## src/rtl/regfile_wb_arbiter.sv

```systemverilog
// Shares the register-file write port between the pipeline WB stage (priority) and a
// FIFO-buffered auxiliary requester. It exports a pending-register mask and a starvation stall.
module regfile_wb_arbiter #(
  parameter int AUX_DEPTH    = 4,
  parameter int STARVE_LIMIT = 8
) (
  input  logic        clk,
  input  logic        rst,
  input  logic        wb_en,
  input  logic [3:0]  wb_dest,
  input  logic [31:0] wb_value,
  input  logic        aux_valid,
  input  logic [3:0]  aux_dest,
  input  logic [31:0] aux_value,
  output logic        aux_ready,
  output logic        WriteBackEn,
  output logic [3:0]  Dest_wb,
  output logic [31:0] Result_WB,
  output logic [14:0] pending_mask,
  output logic        stall_req,
  output logic        aux_drop
);

  localparam int         DATA_W = 32;
  localparam int         PTR_W  = (AUX_DEPTH > 1) ? $clog2(AUX_DEPTH) : 1;
  localparam int         CNT_W  = PTR_W + 1;
  localparam int         STV_W  = $clog2(STARVE_LIMIT + 1);
  localparam logic [3:0] NO_REG = 4'hF;

  function automatic logic [STV_W-1:0] sat_inc(input logic [STV_W-1:0] v);
    if (v >= STV_W'(STARVE_LIMIT))
      return STV_W'(STARVE_LIMIT);
    return v + STV_W'(1);
  endfunction

  // Register 15 does not exist, so it maps to an empty mask.
  function automatic logic [14:0] reg_onehot(input logic [3:0] d);
    return 15'(1) << d;
  endfunction

  logic [3:0]        dest_mem [AUX_DEPTH];
  logic [DATA_W-1:0] data_mem [AUX_DEPTH];
  logic [AUX_DEPTH-1:0] slot_vld;
  logic [PTR_W-1:0]  rd_ptr;
  logic [PTR_W-1:0]  wr_ptr;
  logic [CNT_W-1:0]  count;
  logic [STV_W-1:0]  starve_cnt;
  logic [STV_W-1:0]  starve_nxt;

  logic wb_req;
  logic fifo_empty;
  logic fifo_full;
  logic aux_hs;
  logic push;
  logic pop;

  always_comb begin
    wb_req     = wb_en && (wb_dest != NO_REG) && !rst;
    fifo_empty = (count == '0);
    fifo_full  = (count == CNT_W'(AUX_DEPTH));
    aux_ready  = !fifo_full;
    aux_hs     = aux_valid && !fifo_full;
    push       = aux_hs && (aux_dest != NO_REG);
    pop        = !wb_req && !fifo_empty;
  end

  // Write-port select: WB wins; otherwise the FIFO head uses the idle slot.
  always_comb begin
    WriteBackEn = 1'b0;
    Dest_wb     = '0;
    Result_WB   = '0;
    if (wb_req) begin
      WriteBackEn = 1'b1;
      Dest_wb     = wb_dest;
      Result_WB   = wb_value;
    end else if (!fifo_empty) begin
      WriteBackEn = 1'b1;
      Dest_wb     = dest_mem[rd_ptr];
      Result_WB   = data_mem[rd_ptr];
    end
  end

  always_comb begin
    pending_mask = '0;
    for (int i = 0; i < AUX_DEPTH; i++) begin
      if (slot_vld[i])
        pending_mask = pending_mask | reg_onehot(dest_mem[i]);
    end
  end

  always_comb begin
    if (fifo_empty || pop)
      starve_nxt = '0;
    else
      starve_nxt = sat_inc(starve_cnt);
  end

  // Payload storage carries no reset; slot_vld alone qualifies it.
  always_ff @(posedge clk) begin
    if (push) begin
      dest_mem[wr_ptr] <= aux_dest;
      data_mem[wr_ptr] <= aux_value;
    end
  end

  always_ff @(posedge clk or posedge rst) begin
    if (rst) begin
      rd_ptr   <= '0;
      wr_ptr   <= '0;
      count    <= '0;
      slot_vld <= '0;
    end else begin
      if (push) begin
        wr_ptr           <= wr_ptr + PTR_W'(1);
        slot_vld[wr_ptr] <= 1'b1;
      end
      if (pop) begin
        rd_ptr           <= rd_ptr + PTR_W'(1);
        slot_vld[rd_ptr] <= 1'b0;
      end
      case ({push, pop})
        2'b10:   count <= count + CNT_W'(1);
        2'b01:   count <= count - CNT_W'(1);
        default: count <= count;
      endcase
    end
  end

  // Starvation counter and the registered stall/drop indications.
  always_ff @(posedge clk or posedge rst) begin
    if (rst) begin
      starve_cnt <= '0;
      stall_req  <= 1'b0;
      aux_drop   <= 1'b0;
    end else begin
      starve_cnt <= starve_nxt;
      stall_req  <= (starve_nxt == STV_W'(STARVE_LIMIT));
      aux_drop   <= aux_hs && (aux_dest == NO_REG);
    end
  end

endmodule

```

## config.mk

```make
export PLATFORM = sky130hd
export DESIGN_NAME = regfile_wb_arbiter
export DESIGN_NICKNAME = d
export VERILOG_FILES = /design/src/rtl/regfile_wb_arbiter.sv
export SDC_FILE = /design/constraint.sdc
export NUM_CORES = 1
export LEC_CHECK = 0
export ABC_AREA = 1
export CAP_MARGIN = 5
export CORE_ASPECT_RATIO = 0.7
export CORE_MARGIN = 10
export CORE_UTILIZATION = 45
export CTS_BUF_LIST = sky130_fd_sc_hd__clkbuf_2
export DETAILED_ROUTE_END_ITERATION = 7
export GPL_TIMING_DRIVEN = 0
export MAX_ROUTING_LAYER = met4
export PLACE_DENSITY = 0.76
export SYNTH_ARGS = -nofsm -noshare
export SYNTH_HDL_FRONTEND = slang
export SYNTH_SLANG_ARGS = --single-unit
```

## constraint.sdc

```tcl
create_clock -name clk -period 2.7 [get_ports clk]
set_clock_uncertainty 0.05 [all_clocks]
set_input_delay 0.81 -clock clk [delete_from_list [all_inputs] [get_ports clk]]
set_output_delay 0.81 -clock clk [all_outputs]
set_load 0.03 [all_outputs]
```

==> metrics, run 1 <==
largest net degree at the start of global routing=37; layout cell share with drive strength beyond 1=50.4%; total wire length=26800 um; switching share of power=a little under half; DIE WIDTH=about 170 um; remaining antenna violation count=0; Crit Path Category=reg -> out; port bufs=between 100 and 150; top cells by area, synth=edfxtp_1 (58%), nand2_1 (14%), nand3_1 (8.6%); Worst IR Drop VDD=0.616 mV; layout overhead on the synthesized area=61.7%; I/O pin total=around 130; post-route insts no fill=about 1200; DP Cell Count=~1100; Final Max Tran Viols=0; Longest Clk Path Bufs=2; Arrival @ worst endpoint=around 2.3 ns; reg2reg start=count[2]$_DFFE_PP0P_; DRT Pass-1 Iters=7; M2 GR Usage=36.4%; Flop pwr share=27.0%; Worst path slowest cell=dfrtp_2; fin crit share=115%; worst path cell trace=buf_6 > buf_12 > buf_12 > buf_16 > nand2_4 > nand3_2 > nand3_2 > nand2_2 > buf_6; nets@finish=approximately 1100; initial core utilization=46.0%; FP Rows=39; total grt overflow=0; Post-DP HPWL=approximately 14000 um; die height=about 130 um; Final Wtd Congestion=0.914; CTS tree=yes; pwr dens=~1100 mW/mm^2; Max Fclk=approximately 0.32 GHz; met3 Usage GRT=6.24%; Cells after Synth=746; # clock sinks=161; largest family of logic cells by synthesized area=simple AND/OR/NAND/NOR gates; Hold Crit Start=wb_en; hold slack final=about 0.40 ns; CP Launch Type=flip-flop; Hold Crit Depth=5; GR Util met1=between 20% and 30%; R2R depth=13; synthesized area=~0.0075 sq mm; Syn. warnings=0; P_sw=roughly 6.0 mW; Critical Path RT=around 1.8 ns; CP Capture Type=output pin; CTS root buf=clkbuf_2; H-tree depth=4; die area=approximately 0.022 sq mm; Lkg Pwr=5.07 nW; RSZ-0062 raised after global routing=yes; leading area contributor after synthesis=edfxtp_1; internal power=7.19 mW; Num CTS Buffers=17; commonest non-fill, non-tap cells in the layout=nand2_1 (154), edfxtp_1 (144), nand3_2 (94); adder-cell area share of the yosys netlist=under 10%; Fin. Hold Viols=0; Vias/cell=5.64; overall global routing resource usage=between 20% and 30%; post-synthesis sequential area ratio=about 63%; slew of the pin with the lowest slew margin=between 0.9 and 1 ns; xor/xnor share of the synthesized area=less than 1%; Post-Syn Nets=834; complex-gate fraction of the synthesized area=about 1.2%; outcome=finished, violations left; reg-to-reg endpoint=count[2]$_DFFE_PP0P_; Slew HR=roughly 34%; Setup-failing EPs final=51; 1st-iter DRT viols=between 900 and 1000; failing checks=negative setup slack; R2R Setup Slk=about 0.34 ns; minimum clock period=~3.1 ns; CP Max Fanout=8; vias in the first global route=6881; worst hold endpoint=starve_cnt[2]$_DFF_PP0_; clock share of power=under 10%; Via Count=6873; clock slew at reported path FFs=around 0.26 ns; Core Util, Final=between 70% and 80%; global-route wire length before repair=about 38000 um; core box area=approximately 0.016 sq mm; antenna violations before repair=1; share of the synthesized area in the top cell type=57.5%; busiest grt layer=met2; post-DR wirelength/cell=22.0 um; #FFs+latches synth=~160; unique cell type count in the Yosys netlist=28; Logic pwr share=a little under two thirds; final worst slack=-0.418 ns; clk_lat worst skew=approximately 0.74 ns; syn_area_per_cell=roughly 10 sq um; Simple-Gate Fraction of Synth Area=around 28%; hold crit path type=in -> reg; DR DRC count=0; commonest non-fill, non-tap cell in the layout=nand2_1; MaxCap Viol Count=0; post-synthesis mux area share=0%; delay of the slowest critical-path stage=approximately 0.52 ns
## registers in the layout, summed over array words and instances (netlist names)
register,count
starve_cnt,4
stall_req,1
data_mem,128
count,3
dest_mem,16
rd_ptr,2
wr_ptr,2
slot_vld,4
aux_drop,1
## synthesized netlist by cell type
cell       instances
fa_1               1
nor2_2             2
dfrtp_1           17
inv_1             48
nand2_1          274
edfxtp_1         144
a21oi_1            6
o21ai_2            1
buf_6              6
nand2_2            1
and3_1             1
buf_4              4
xor2_1             2
o21ai_0            4
nor3_1            13
ha_1              11
clkbuf_1           5
nor2_8             1
o2111ai_1          4
nand3_1          129
inv_2              3
nand4_1           21
nand3b_1           1
buf_2             21
nor2_4             1
nor2_1            16
nand3_2            8
xnor2_1            1
## timing repair
item | 4_1_cts | 5_1_grt
resized for setup | 710 | 180
setup buffers | 59 | 21
hold buffers | 1 | 0
endpoints found under the hold margin | 11 | 0
gates cloned | 18 | 0
setup endpoints to repair | 53 | 55
pin swaps | 83 | 96
## how the worst max path moves through the flow
| stage | from | endpoint | slack [ns] | depth (start not counted) |
|---|---|---|---|---|
| finish | rd_ptr[0]$_DFFE_PP0P_ | Result_WB[18] | -0.42 | 9 |
| global route | rd_ptr[0]$_DFFE_PP0P_ | Dest_wb[1] | -0.52 | 9 |
| CTS | rd_ptr[0]$_DFFE_PP0P_ | Result_WB[8] | -0.40 | 9 |
| detailed placement | rst | Dest_wb[1] | -1.28 | 9 |
| global placement | rst | Result_WB[19] | -1.25 | 9 |
| floorplan | rst | Dest_wb[0] | 0.03 | 7 |
## layout make-up
type,instances,area [sq um]
plain buffers,32,439
flip-flops and latches,161,4750
diodes,1,2.50
repair buffers,219,2500
well taps,225,282
clock inverters,15,124
multi-input cells,498,3750
clock buffers,17,85.1
inverters,51,221
fillers,1007,4200
## logic make-up (layout without fill, tap and decap cells)
| logic type | after synthesis | count (layout) |
|---|---|---|
| flops | 161 | 161 |
| buf+inv | 87 | 334 |
| compound gates | 15 | 15 |
| xor+xnor | 3 | 3 |
| other cells | 0 | 1 |
| fa+ha+maj | 12 | 12 |
| simple gates | 468 | 468 |
## power groups by stage
stage	combinational, mW	clock, mW	sequential, mW
5_1_grt	8.78	1.33	3.58
3_3_place_gp	4.71	0	3.49
2_1_floorplan	3.00	0	3.45
4_1_cts	7.68	1.19	3.46
3_5_place_dp	4.81	0	3.49
6_report	8.38	1.21	3.55
## per-stage QoR
step / TNS, ns / instance area, sq um / total power [mW] / setup slack (ns)
finish: -15.84 / 12200 / 13.1 / -0.418
global route: -20.64 / 12200 / 13.7 / -0.517
CTS: -14.94 / 11500 / 12.3 / -0.398
detailed placement: -85.21 / 9120 / 8.30 / -1.28
global placement: -173.18 / 9100 / 8.21 / -1.25
floorplan: 0 / 7520 / 6.45 / 0.0274
## routing by layer
layer | wire length, um | share of wire (%)
met2 | 13200 | 49
met4 | 841 | 3.1
met5 | 0 | 0
met1 | 10500 | 39
met3 | 2260 | 8.4
## critical path: cells and delay by family, from the launching register on
kind	cells	cell delay [ns]
flops	1	0.52
buf+inv	5	0.72
simple gates	4	0.28
No activity file was read; power rests on OpenSTA's default activity.
==> run 2: changes to the inputs <==
- SKIP_CTS_REPAIR_TIMING: unset -> 1
- clock period: 2.7 -> 3.12 ns (I/O delays scaled with it)
==> metrics, run 2 (synthesized netlist as in run 1, its figures left out) <==
setup TNS=-1.94 ns (was -15.84 ns); failing checks=negative setup slack (unchanged); Flop pwr share=30.9% (was 27.0%); 1st-iter DRT viols=596 (was 907); Max Fclk=just over 0.3 GHz; antenna violations before repair=2 (was 1); commonest non-fill, non-tap cells in the layout=nand2_1 (242), edfxtp_1 (144), nand3_1 (80) (was nand2_1 (154), edfxtp_1 (144), nand3_2 (94)); Area after DPL=0.00910 sq mm (was 0.00912 sq mm); Core Util, Final=64.8% (was 74.3%); top flop regs=data_mem x128, dest_mem x16 (unchanged); die height=128 um (unchanged); Slew HR=35.8% (was 33.9%); final worst slack=-0.0934 ns (was -0.418 ns); MaxCap Viol Count=0 (unchanged); overall global routing resource usage=17.8% (was 22.6%); Post-DP HPWL=13300 um (was 13600 um); hold crit path type=in -> async (was in -> reg); Via Count=6192 (was 6873); Final Cell Area=0.0106 sq mm (was 0.0122 sq mm); core box area=0.0163 sq mm (unchanged); internal power=5.31 mW (was 7.19 mW); DR DRC count=0 (unchanged); slew of the pin with the lowest slew margin=0.961 ns (was 0.989 ns); max FFs per register=128 (unchanged); pwr dens=909 mW/mm^2 (was 1080 mW/mm^2); CP Launch Type=flip-flop (unchanged); switching share of power=44.8% (was 45.3%); clock slew at reported path FFs=0.27 ns (was 0.26 ns); Num CTS Buffers=17 (unchanged); commonest non-fill, non-tap cell in the layout=nand2_1 (unchanged); filler cell count=1263 (was 1007); hold slack final=0.0788 ns (was 0.396 ns); RSZ-0062 raised after global routing=yes (unchanged); Vias/cell=5.26 (was 5.64); clock share of power=10.8% (was 9.2%); nets@finish=1026 (was 1068); CP Max Fanout=6 (was 8); layout overhead on the synthesized area=40.9% (was 61.7%); minimum clock period=between 3 and 4 ns; dpl ws=-1.22 ns (was -1.28 ns); fin crit share=103%; Lkg Pwr=4.40 nW (was 5.07 nW); Longest Clk Path Bufs=2 (unchanged); post-DR wirelength/cell=18.4 um (was 22.0 um); I/O pin total=131 (unchanged); clk_lat worst skew=0.77 ns (was 0.74 ns); port bufs=130 (unchanged); global-route wire length before repair=30300 um (was 38300 um); die area=0.0224 sq mm (unchanged); FP Rows=39 (unchanged); CTS tree=yes (unchanged); outcome=finished, violations left (unchanged); Critical Path RT=2.13 ns (was 1.84 ns); total wire length=21600 um (was 26800 um); # clock sinks=161 (unchanged); Final Max Tran Viols=0 (unchanged); DIE WIDTH=174 um (unchanged); Worst IR Drop VDD=0.586 mV (was 0.616 mV); total grt overflow=0 (unchanged); remaining antenna violation count=0 (unchanged); DRT Pass-1 Iters=6 (was 7); H-tree depth=4 (unchanged); P_sw=4.31 mW (was 5.96 mW); R2R depth=10 (was 13); largest net degree at the start of global routing=37 (unchanged); Reg with most FFs=data_mem (unchanged); Crit Path Category=reg -> out (unchanged); vias in the first global route=5482 (was 6881); Arrival @ worst endpoint=2.23 ns (was 2.26 ns); Logic pwr share=58.3% (was 63.7%); initial core utilization=46.0% (unchanged); CTS root buf=clkbuf_2 (unchanged); Setup-failing EPs final=36 (was 51); Final Wtd Congestion=0.917 (was 0.914); layout cell share with drive strength beyond 1=30.3% (was 50.4%); CP Capture Type=output pin (unchanged); Fin. Hold Viols=0 (unchanged)
run 2: final cells by class:
| class | instances | area, sq um | share of cell area [%] |
|---|---|---|---|
| Clock inverter | 15 | 126 | 1.19 |
| Clock buffer | 17 | 85.1 | 0.803 |
| Inverter | 51 | 199 | 1.88 |
| Antenna cell | 2 | 5.00 | 0.0473 |
| Multi-Input combinational cell | 498 | 2950 | 27.9 |
| Timing Repair Buffer | 174 | 1770 | 16.7 |
| Tap cell | 225 | 282 | 2.66 |
| Sequential cell | 161 | 4750 | 44.9 |
| Buffer | 35 | 420 | 3.97 |
run 2: final timing paths:
path | endpoint | startpoint | slack (ns)
setup / recovery | Result_WB[25] | count[0]$_DFFE_PP0P_ | -0.09
hold / removal | starve_cnt[0]$_DFF_PP0_ | rst | 0.08
setup reg to reg | count[2]$_DFFE_PP0P_ | count[0]$_DFFE_PP0P_ | 0.81
hold reg to reg | starve_cnt[0]$_DFF_PP0_ | starve_cnt[3]$_DFF_PP0_ | 0.41
max in group asynchronous | count[2]$_DFFE_PP0P_ | rst | 2.70
min in group clk | starve_cnt[0]$_DFF_PP0_ | starve_cnt[3]$_DFF_PP0_ | 0.41
run 2: worst max-delay path, stage by stage, from the launching register on:
cell and delay (ns):
dfrtp_1 0.48, nor2_2 0.14, nand2_2 0.10, inv_4 0.11
nor2_8 0.05, buf_12 0.14, clkbuf_16 0.17, nand3_4 0.07
nand2_2 0.06, buf_6 0.13
run 2: power by group through the flow:
stage	clock network [mW]	logic, mW	registers (mW)
5_1_grt	1.15	5.99	3.01
4_1_cts	1.06	4.15	2.97
3_3_place_gp	0	4.08	3.02
3_5_place_dp	0	4.13	3.02
6_report	1.04	5.61	2.97
2_1_floorplan	0	2.60	2.98
run 2: per-stage QoR:
step	cells	power, mW
6_report	1178	9.62
5_1_grt	1178	10.1
4_1_cts	1133	8.17
3_5_place_dp	1101	7.15
3_3_place_gp	1101	7.10
2_1_floorplan	746	5.58
run 2: layer usage:
layer	up-vias	routed length (um)	global-route usage, %
li1	2940	-	-
met1	2915	9530	24.2
met2	309	9930	26.1
met3	28	1960	4.74
met4	0	222	4.21
met5	-	0	-
